File: config.mk
export PLATFORM = sky130hd
export DESIGN_NAME = hdmi_pixel_reader
export DESIGN_NICKNAME = d
export VERILOG_FILES = /design/src/rtl/hdmi_pixel_reader.sv
export SDC_FILE = /design/constraint.sdc
export NUM_CORES = 1
export LEC_CHECK = 0
export ABC_AREA = 1
export CORE_UTILIZATION = 40
export CTS_BUF_LIST = sky130_fd_sc_hd__clkbuf_4
export DETAILED_ROUTE_END_ITERATION = 6
export GPL_TIMING_DRIVEN = 0
export PLACE_DENSITY_LB_ADDON = 0.15
export SYNTH_ARGS = -nofsm -noshare
export SYNTH_HDL_FRONTEND = slang
export SYNTH_SLANG_ARGS = --single-unit
File: constraint.sdc
create_clock -name rd_clk -period 1.4 [get_ports rd_clk]
set_input_delay 0.28 -clock rd_clk [delete_from_list [all_inputs] [get_ports rd_clk]]
set_output_delay 0.28 -clock rd_clk [all_outputs]
set_load 0.005 [all_outputs]
File: src/rtl/hdmi_pixel_reader.sv
// HDMI timing generator and RGB565 line-FIFO consumer: pops one pixel per active slot and expands it to RGB888.
// Outputs lag the h/v counters by one cycle; output waits in FILL until the FIFO holds START_LEVEL words.
module hdmi_pixel_reader #(
  parameter int H_ACTIVE    = 1280,
  parameter int H_FP        = 110,
  parameter int H_SYNC      = 40,
  parameter int H_BP        = 220,
  parameter int V_ACTIVE    = 720,
  parameter int V_FP        = 5,
  parameter int V_SYNC      = 5,
  parameter int V_BP        = 20,
  parameter bit SYNC_POL    = 1'b1,
  parameter int START_LEVEL = 1024,
  parameter int LVL_W       = 15
) (
  input  logic             rd_clk,
  input  logic             rd_rst_n,
  input  logic             enable,
  output logic             rd_en,
  input  logic [15:0]      rd_data,
  input  logic             rd_empty,
  input  logic [LVL_W-1:0] rd_water_level,
  output logic             frame_start,
  output logic             hs,
  output logic             vs,
  output logic             de,
  output logic [7:0]       r,
  output logic [7:0]       g,
  output logic [7:0]       b,
  output logic             underflow,
  input  logic             underflow_clr
);

  localparam int H_TOTAL = H_ACTIVE + H_FP + H_SYNC + H_BP;
  localparam int V_TOTAL = V_ACTIVE + V_FP + V_SYNC + V_BP;
  localparam int HW      = $clog2(H_TOTAL);
  localparam int VW      = $clog2(V_TOTAL);

  typedef enum logic [1:0] {IDLE, FILL, RUN} state_t;

  state_t        state;
  logic [HW-1:0] h_cnt;
  logic [VW-1:0] v_cnt;
  logic          active0;
  logic          h_sync0;
  logic          v_sync0;
  logic          at_origin;
  logic          level_ok;
  logic          run0;
  logic          rd_vld;

  // run0 also covers the FILL->RUN origin cycle so the first pixel of the frame is not lost.
  always_comb begin
    active0   = (h_cnt < HW'(H_ACTIVE)) && (v_cnt < VW'(V_ACTIVE));
    h_sync0   = (h_cnt >= HW'(H_ACTIVE + H_FP)) && (h_cnt < HW'(H_ACTIVE + H_FP + H_SYNC));
    v_sync0   = (v_cnt >= VW'(V_ACTIVE + V_FP)) && (v_cnt < VW'(V_ACTIVE + V_FP + V_SYNC));
    at_origin = (h_cnt == '0) && (v_cnt == '0);
    level_ok  = rd_water_level >= LVL_W'(START_LEVEL);
    run0      = (state == RUN) || ((state == FILL) && at_origin && level_ok);
    rd_en     = run0 && active0 && !rd_empty;
  end

  always_ff @(posedge rd_clk) begin
    if (!rd_rst_n || !enable) begin
      state       <= IDLE;
      h_cnt       <= '0;
      v_cnt       <= '0;
      frame_start <= 1'b0;
      hs          <= ~SYNC_POL;
      vs          <= ~SYNC_POL;
      de          <= 1'b0;
      rd_vld      <= 1'b0;
      underflow   <= 1'b0;
    end else if (state == IDLE) begin
      state       <= FILL;
      frame_start <= 1'b1;
      hs          <= ~SYNC_POL;
      vs          <= ~SYNC_POL;
      de          <= 1'b0;
      rd_vld      <= 1'b0;
      underflow   <= 1'b0;
    end else begin
      state <= run0 ? RUN : FILL;
      if (h_cnt == HW'(H_TOTAL - 1)) begin
        h_cnt <= '0;
        v_cnt <= (v_cnt == VW'(V_TOTAL - 1)) ? '0 : v_cnt + VW'(1);
      end else begin
        h_cnt <= h_cnt + HW'(1);
      end
      frame_start <= (h_cnt == '0) && (v_cnt == VW'(V_ACTIVE));
      hs          <= h_sync0 ? SYNC_POL : ~SYNC_POL;
      vs          <= v_sync0 ? SYNC_POL : ~SYNC_POL;
      de          <= run0 && active0;
      rd_vld      <= rd_en;
      // A starved active pixel still goes out (black); set beats clear.
      if (run0 && active0 && rd_empty)
        underflow <= 1'b1;
      else if (underflow_clr)
        underflow <= 1'b0;
    end
  end

  // FIFO data is valid the cycle after the pop, which is the cycle de is high.
  assign r = rd_vld ? {rd_data[15:11], rd_data[15:13]} : 8'd0;
  assign g = rd_vld ? {rd_data[10:5], rd_data[10:9]}   : 8'd0;
  assign b = rd_vld ? {rd_data[4:0], rd_data[4:2]}     : 8'd0;

endmodule

## After elaboration in Yosys (flattened, before gate mapping)

Index checks and enable logic that the tools add are counted.
Widths: inputs -> output; s select.

- Add/subtract/negate cells: 2
- Eq/ne operators: 5
- Reductions and logical operators: 21
- Order comparisons: 7
- Bitwise logic cells: 1
- Multiplexer cells: 12

Operators with widths:

| cell | number |
|---|---|
| $mux 8 | 3 |
| $lt 11x11->1 const B | 2 |
| $eq 10x10->1 const B | 2 |
| $lt 10x10->1 const B | 2 |
| $ge 15x11->1 const B | 1 |
| $add 11x1->11 const B | 1 |
| $eq 11x11->1 const B | 1 |
| $ge 11x11->1 const B | 1 |
| $logic_not 11->1 | 1 |
| $mux 11 | 1 |
| $add 10x1->10 const B | 1 |
| $ge 10x10->1 const B | 1 |
| $logic_and 1x1->1 | 10 |
| $logic_not 10->1 | 1 |
| $mux 10 | 1 |
| $mux 1 | 6 |
| $logic_not 1->1 | 3 |
| $eq 2x1->1 const B | 1 |
| $eq 2x2->1 const B | 1 |
| $logic_not 2->1 | 1 |
| $logic_or 1x1->1 | 2 |
| $mux 2 | 1 |
| $reduce_and 2->1 | 1 |
| $reduce_bool 2->1 | 1 |
| other kinds (2) | 2 |

- Flip-flop bits (word level): 29
- Word-level logic and storage cells: 58
- Output and inout port bits: 30
- Input bits: 36

## Logic depth before layout (Yosys ltp)

- Depth in word-level cells: 8
- Mapped depth: 10
- Mapped depth without buffers: 10

## Worst setup path before layout

OpenSTA, ideal clock, no wires.

- Kind: flip-flop to output port
- Start: reg v_cnt[0]
- End: out rd_en
- Stages on the path, launching flop included: 11
- Arrival: 1.206 ns
- Data required time: 1.120 ns
- Path buffers: 0
- Slack: -0.086 ns
- Cell sequence: dfxtp_1 > inv_1 > ha_1 > inv_1 > nor2_1 > nand2_1 > nor2_1 > nand2_1 > nand2_2 > nand2_2 > nor2_1

- Longest elaborated chain between the ends: 7
- Elaborated cells between the ends (all ways): 9

RTL lines:

| what | line | RTL |
|---|---|---|
| start: declaration | 43 | `logic [VW-1:0] v_cnt;` |
| start signal: assignment | 86 | `v_cnt <= (v_cnt == VW'(V_TOTAL - 1)) ? '0 : v_cnt + VW'(1);` |
| parallel branches: the longest is 5 deep, another holds $lt 10x10->1 | - |  |
| $logic_and 1x1->1 (*) (2 in a row) | 60 | `rd_en = run0 && active0 && !rd_empty;` |
| end: declaration | 19 | `output logic rd_en,` |

Mark *: on every way between the ends.

## Worst setup path after layout

- Start: reg h_cnt[0]
- End: out rd_en

- Longest elaborated chain between the ends: 7
- Elaborated cells between the ends (all ways): 9

RTL lines:

| what | line | RTL |
|---|---|---|
| start: declaration | 42 | `logic [HW-1:0] h_cnt;` |
| start signal: assignment | 88 | `h_cnt <= h_cnt + HW'(1);` |
| parallel branches: the longest is 5 deep, another holds $lt 11x11->1 | - |  |
| $logic_and 1x1->1 (*) (2 in a row) | 60 |  |

Marked as above.

==> results.md <==
- Via density: between 4 and 5
- Die Area: ~5200 µm²
- Hold path depth: 2
- CP Depth: 11
- Comb pwr share: between 10% and 20%
- Worst path most repeated cell: nand2_2
- WP buf/inv: 2
- R2R depth: 12
- TNS Setup: -3.22 ns
- H-tree levels: 2
- Die span in x: 72.0 µm
- Hold Crit Class: reg2reg
- Number of synthesized flops with an enable pin: 0
- Sequential share of the synthesized area: just under 30%
- Routed WL per cell: between 10 and 15 µm
- CP cell instances: inv_2, ha_4, nand2_2, nor2_1, nand2_1, nor2_4, nand2_2, nand2_2, nand2_2, nor2_2, buf_2
- Status: complete, but fails checks
- Top cells by area, synth: dfxtp_1 30%, nand2_1 14%, inv_1 9.2%
- Port buffer count: between 50 and 60
- Initial antenna violation count: 0
- First-pass GRT wire length: just under 9000 µm
- Int Power: approximately 1200 µW
- Gr usage total: 21.6%
- Layout filler cell count: 382
- MaxCap Viol Count: 0
- Multi-input logic area: ~1300 µm²
- Synth cell types: 28
- Reg clk slew, reported paths: 0.10 ns
- Flop pwr share: between 50% and 60%
- Top FF cell, synth: dfxtp_1
- Row count: 25
- Final Cycle Share: 136%
- Fin. Hold Viols: 0
- Switching share of power: between 20% and 30%
- Area leader, netlist: dfxtp_1
- Post-route core utilization: between 60% and 70%
- CP Data Arrival Time: approximately 1.6 ns
- Total grt overflow: 0
- Clock tree root driver cell: clkbuf_4
- Pwr dens: a little over 500 nW/µm²
- Remaining DRCs: 0
- Initial drt markers: 81
- IO Pins: 66
- R2R Path Start: h_cnt[0]
- Min Hold Slack: around 0.47 ns
- Flops & latches, synth: 29
- Switching power: approximately 390 µW
- Routability cong.: between 0.8 and 0.9
- DPL Wire Length: roughly 3700 µm
- Req. time, crit path: around 1.1 ns
- DR pass1 iterations: 4
- Post-synth top cells: 73 x nand2_1, 48 x inv_1, 34 x nor2_1
- Post-synthesis async set-or-reset flop share: 0%
- Post-route ant nets: 0
- Yosys warns: 0
- Period minus WS final: approximately 1.9 ns
- Clock power frac: about 34%
- Max IR drop VDD: roughly 0.48 mV
- Mapped cell area: 1960 µm²
- Post-Syn Area per Cell: about 6.5 µm²
- Fmax: about 530 MHz
- Post-synth top area share: between 20% and 30%
- Post-CTS Hold Fix Bufs: 0
- Violated checks: negative setup slack
- Pwr Total: between 1500 and 2000 µW
- Share of cells above drive strength 1: 43.8%
- Hold path start: underflow
- Count of final setup violators: 31
- Vias in the first global route: between 1,500 and 2,000
- CP endpoint kind: output port
- Detailed-route via count: 2,118
- Setup crit start: h_cnt[0]
- Startpoint types: register
- Final net count: around 430
- CP max FO: 2
- Register area: 599 µm²
- Max Root-Sink Buffers: 2
- Crit-path slowest cell: dfxtp_2
- Crit path max-delay family: simple AND/OR/NAND/NOR gates
- Crit path kind: reg2out
- Slew Limit Headroom: between 60% and 70%
- Antenna cells: 0
- Count leader, synth: nand2_1
- Tightest Pin Transition: around 0.48 ns
- Placed cell count: between 400 and 500
- CTS tree: yes
- Slew Viols, Final: 0
- Skew-Pair Late Insertion Delay: ~0.33 ns
- Unrepaired setup endpoints after global routing: yes
- Clock sinks: 29
- Die height: 72.0 µm
- Mapped Nets: about 340
- Final setup margin: -0.503 ns
- Largest net degree at the start of global routing: 11
- Mapped Cells: 301
- Pleak: around 0.0014 µW
- Core area: between 4000 and 5000 µm²
- Area delta synth->final: 58.6%
- Total CTS buffers: 5
- Layout Skew: approximately 0.017 ns
- Initial Util: between 40 and 50%
- CP peak stage delay: 0.35 ns
- Layout Cells excl Fill: about 460
- Routed wire length: 5440 µm
repair_timing:
item,4_1_cts,5_1_grt
setup endpoints to repair,44,44
gates resized for setup,160,60
gates cloned,1,0
pin swaps,16,12
buffers inserted,27,8
hold endpoints to repair,0,0
final timing paths:
path	to	slack, ns
hold / removal	underflow	0.47
hold reg to reg	underflow	0.47
setup reg to reg	rd_vld	-0.10
setup / recovery	rd_en	-0.50
stage by stage:
stage / setup slack (ns) / area (µm²)
4_1_cts: -0.520 / 2970
6_report: -0.503 / 3110
3_3_place_gp: -0.748 / 2600
2_1_floorplan: -0.0273 / 1960
5_1_grt: -0.638 / 3110
3_5_place_dp: -0.751 / 2600
logic make-up after synthesis:
family / Yosys count / synth area share, %
compound gates: 25 / 6.51
xor+xnor: 6 / 2.68
fa+ha+maj: 7 / 4.47
buf+inv: 67 / 14.4
flops: 29 / 29.6
simple gates: 167 / 42.3
power by group through the flow:
stage                     registers (µW)  clock network, µW  logic [µW]
final                                836                542         229
after global routing                 837                593         247
after CTS                            836                558         207
after detailed placement             860                  0         174
after global placement               860                  0         174
after floorplan                      859                  0        72.3
sequential cells by signal, indices dropped and copies added, names as in the netlist:
name / count
rd_vld: 1
hs: 1
h_cnt: 11
underflow: 1
de: 1
frame_start: 1
v_cnt: 10
state: 2
vs: 1
routing by layer:
layer / GRT usage [%] / part of all wire [%]
met3: 5.83 / 5.9
met2: 39.4 / 52
met4: 6.75 / 1.6
met1: 24.4 / 41
met5: 0 / 0
area by class of cell:
cell class	instances	area share, %
Multi-Input combinational cell	205	41.1
Timing Repair Buffer	86	25.9
Tap cell	67	2.70
Inverter	55	6.80
Buffer	7	2.29
Sequential cell	29	19.3
Clock buffer	8	1.93
worst register-to-register path, delay by kind of cell, from the launching register on:
family / cells / cell delay, ns
flip-flops: 1 / 0.35
buffers and inverters: 3 / 0.33
AND/OR/NAND/NOR: 8 / 0.61
adder cells (fa/ha/maj): 1 / 0.14
placed cells by master, fill, tap and decap left out, types with 2 or more instances in the layout:
master	n
nand2_1	53
buf_6	30
inv_1	29
nor2_1	25
clkdlybuf4s50_1	25
inv_2	24
nand2_2	23
a21oi_1	19
buf_4	18
dfxtp_1	18
nor2_2	11
nand3_1	11
nor2_4	10
nand4_1	10
dfxtp_2	9
clkbuf_4	8
buf_2	7
nand2_4	5
xor2_1	5
dlygate4sd2_1	5
nor3_1	4
clkbuf_2	4
nand3_2	3
nor3_2	3
o21ai_0	3
ha_4	3
ha_1	3
buf_8	2
inv_4	2
o22ai_1	2
nand3b_1	2
dfxtp_4	2
No activity file was read; power rests on OpenSTA's default activity.
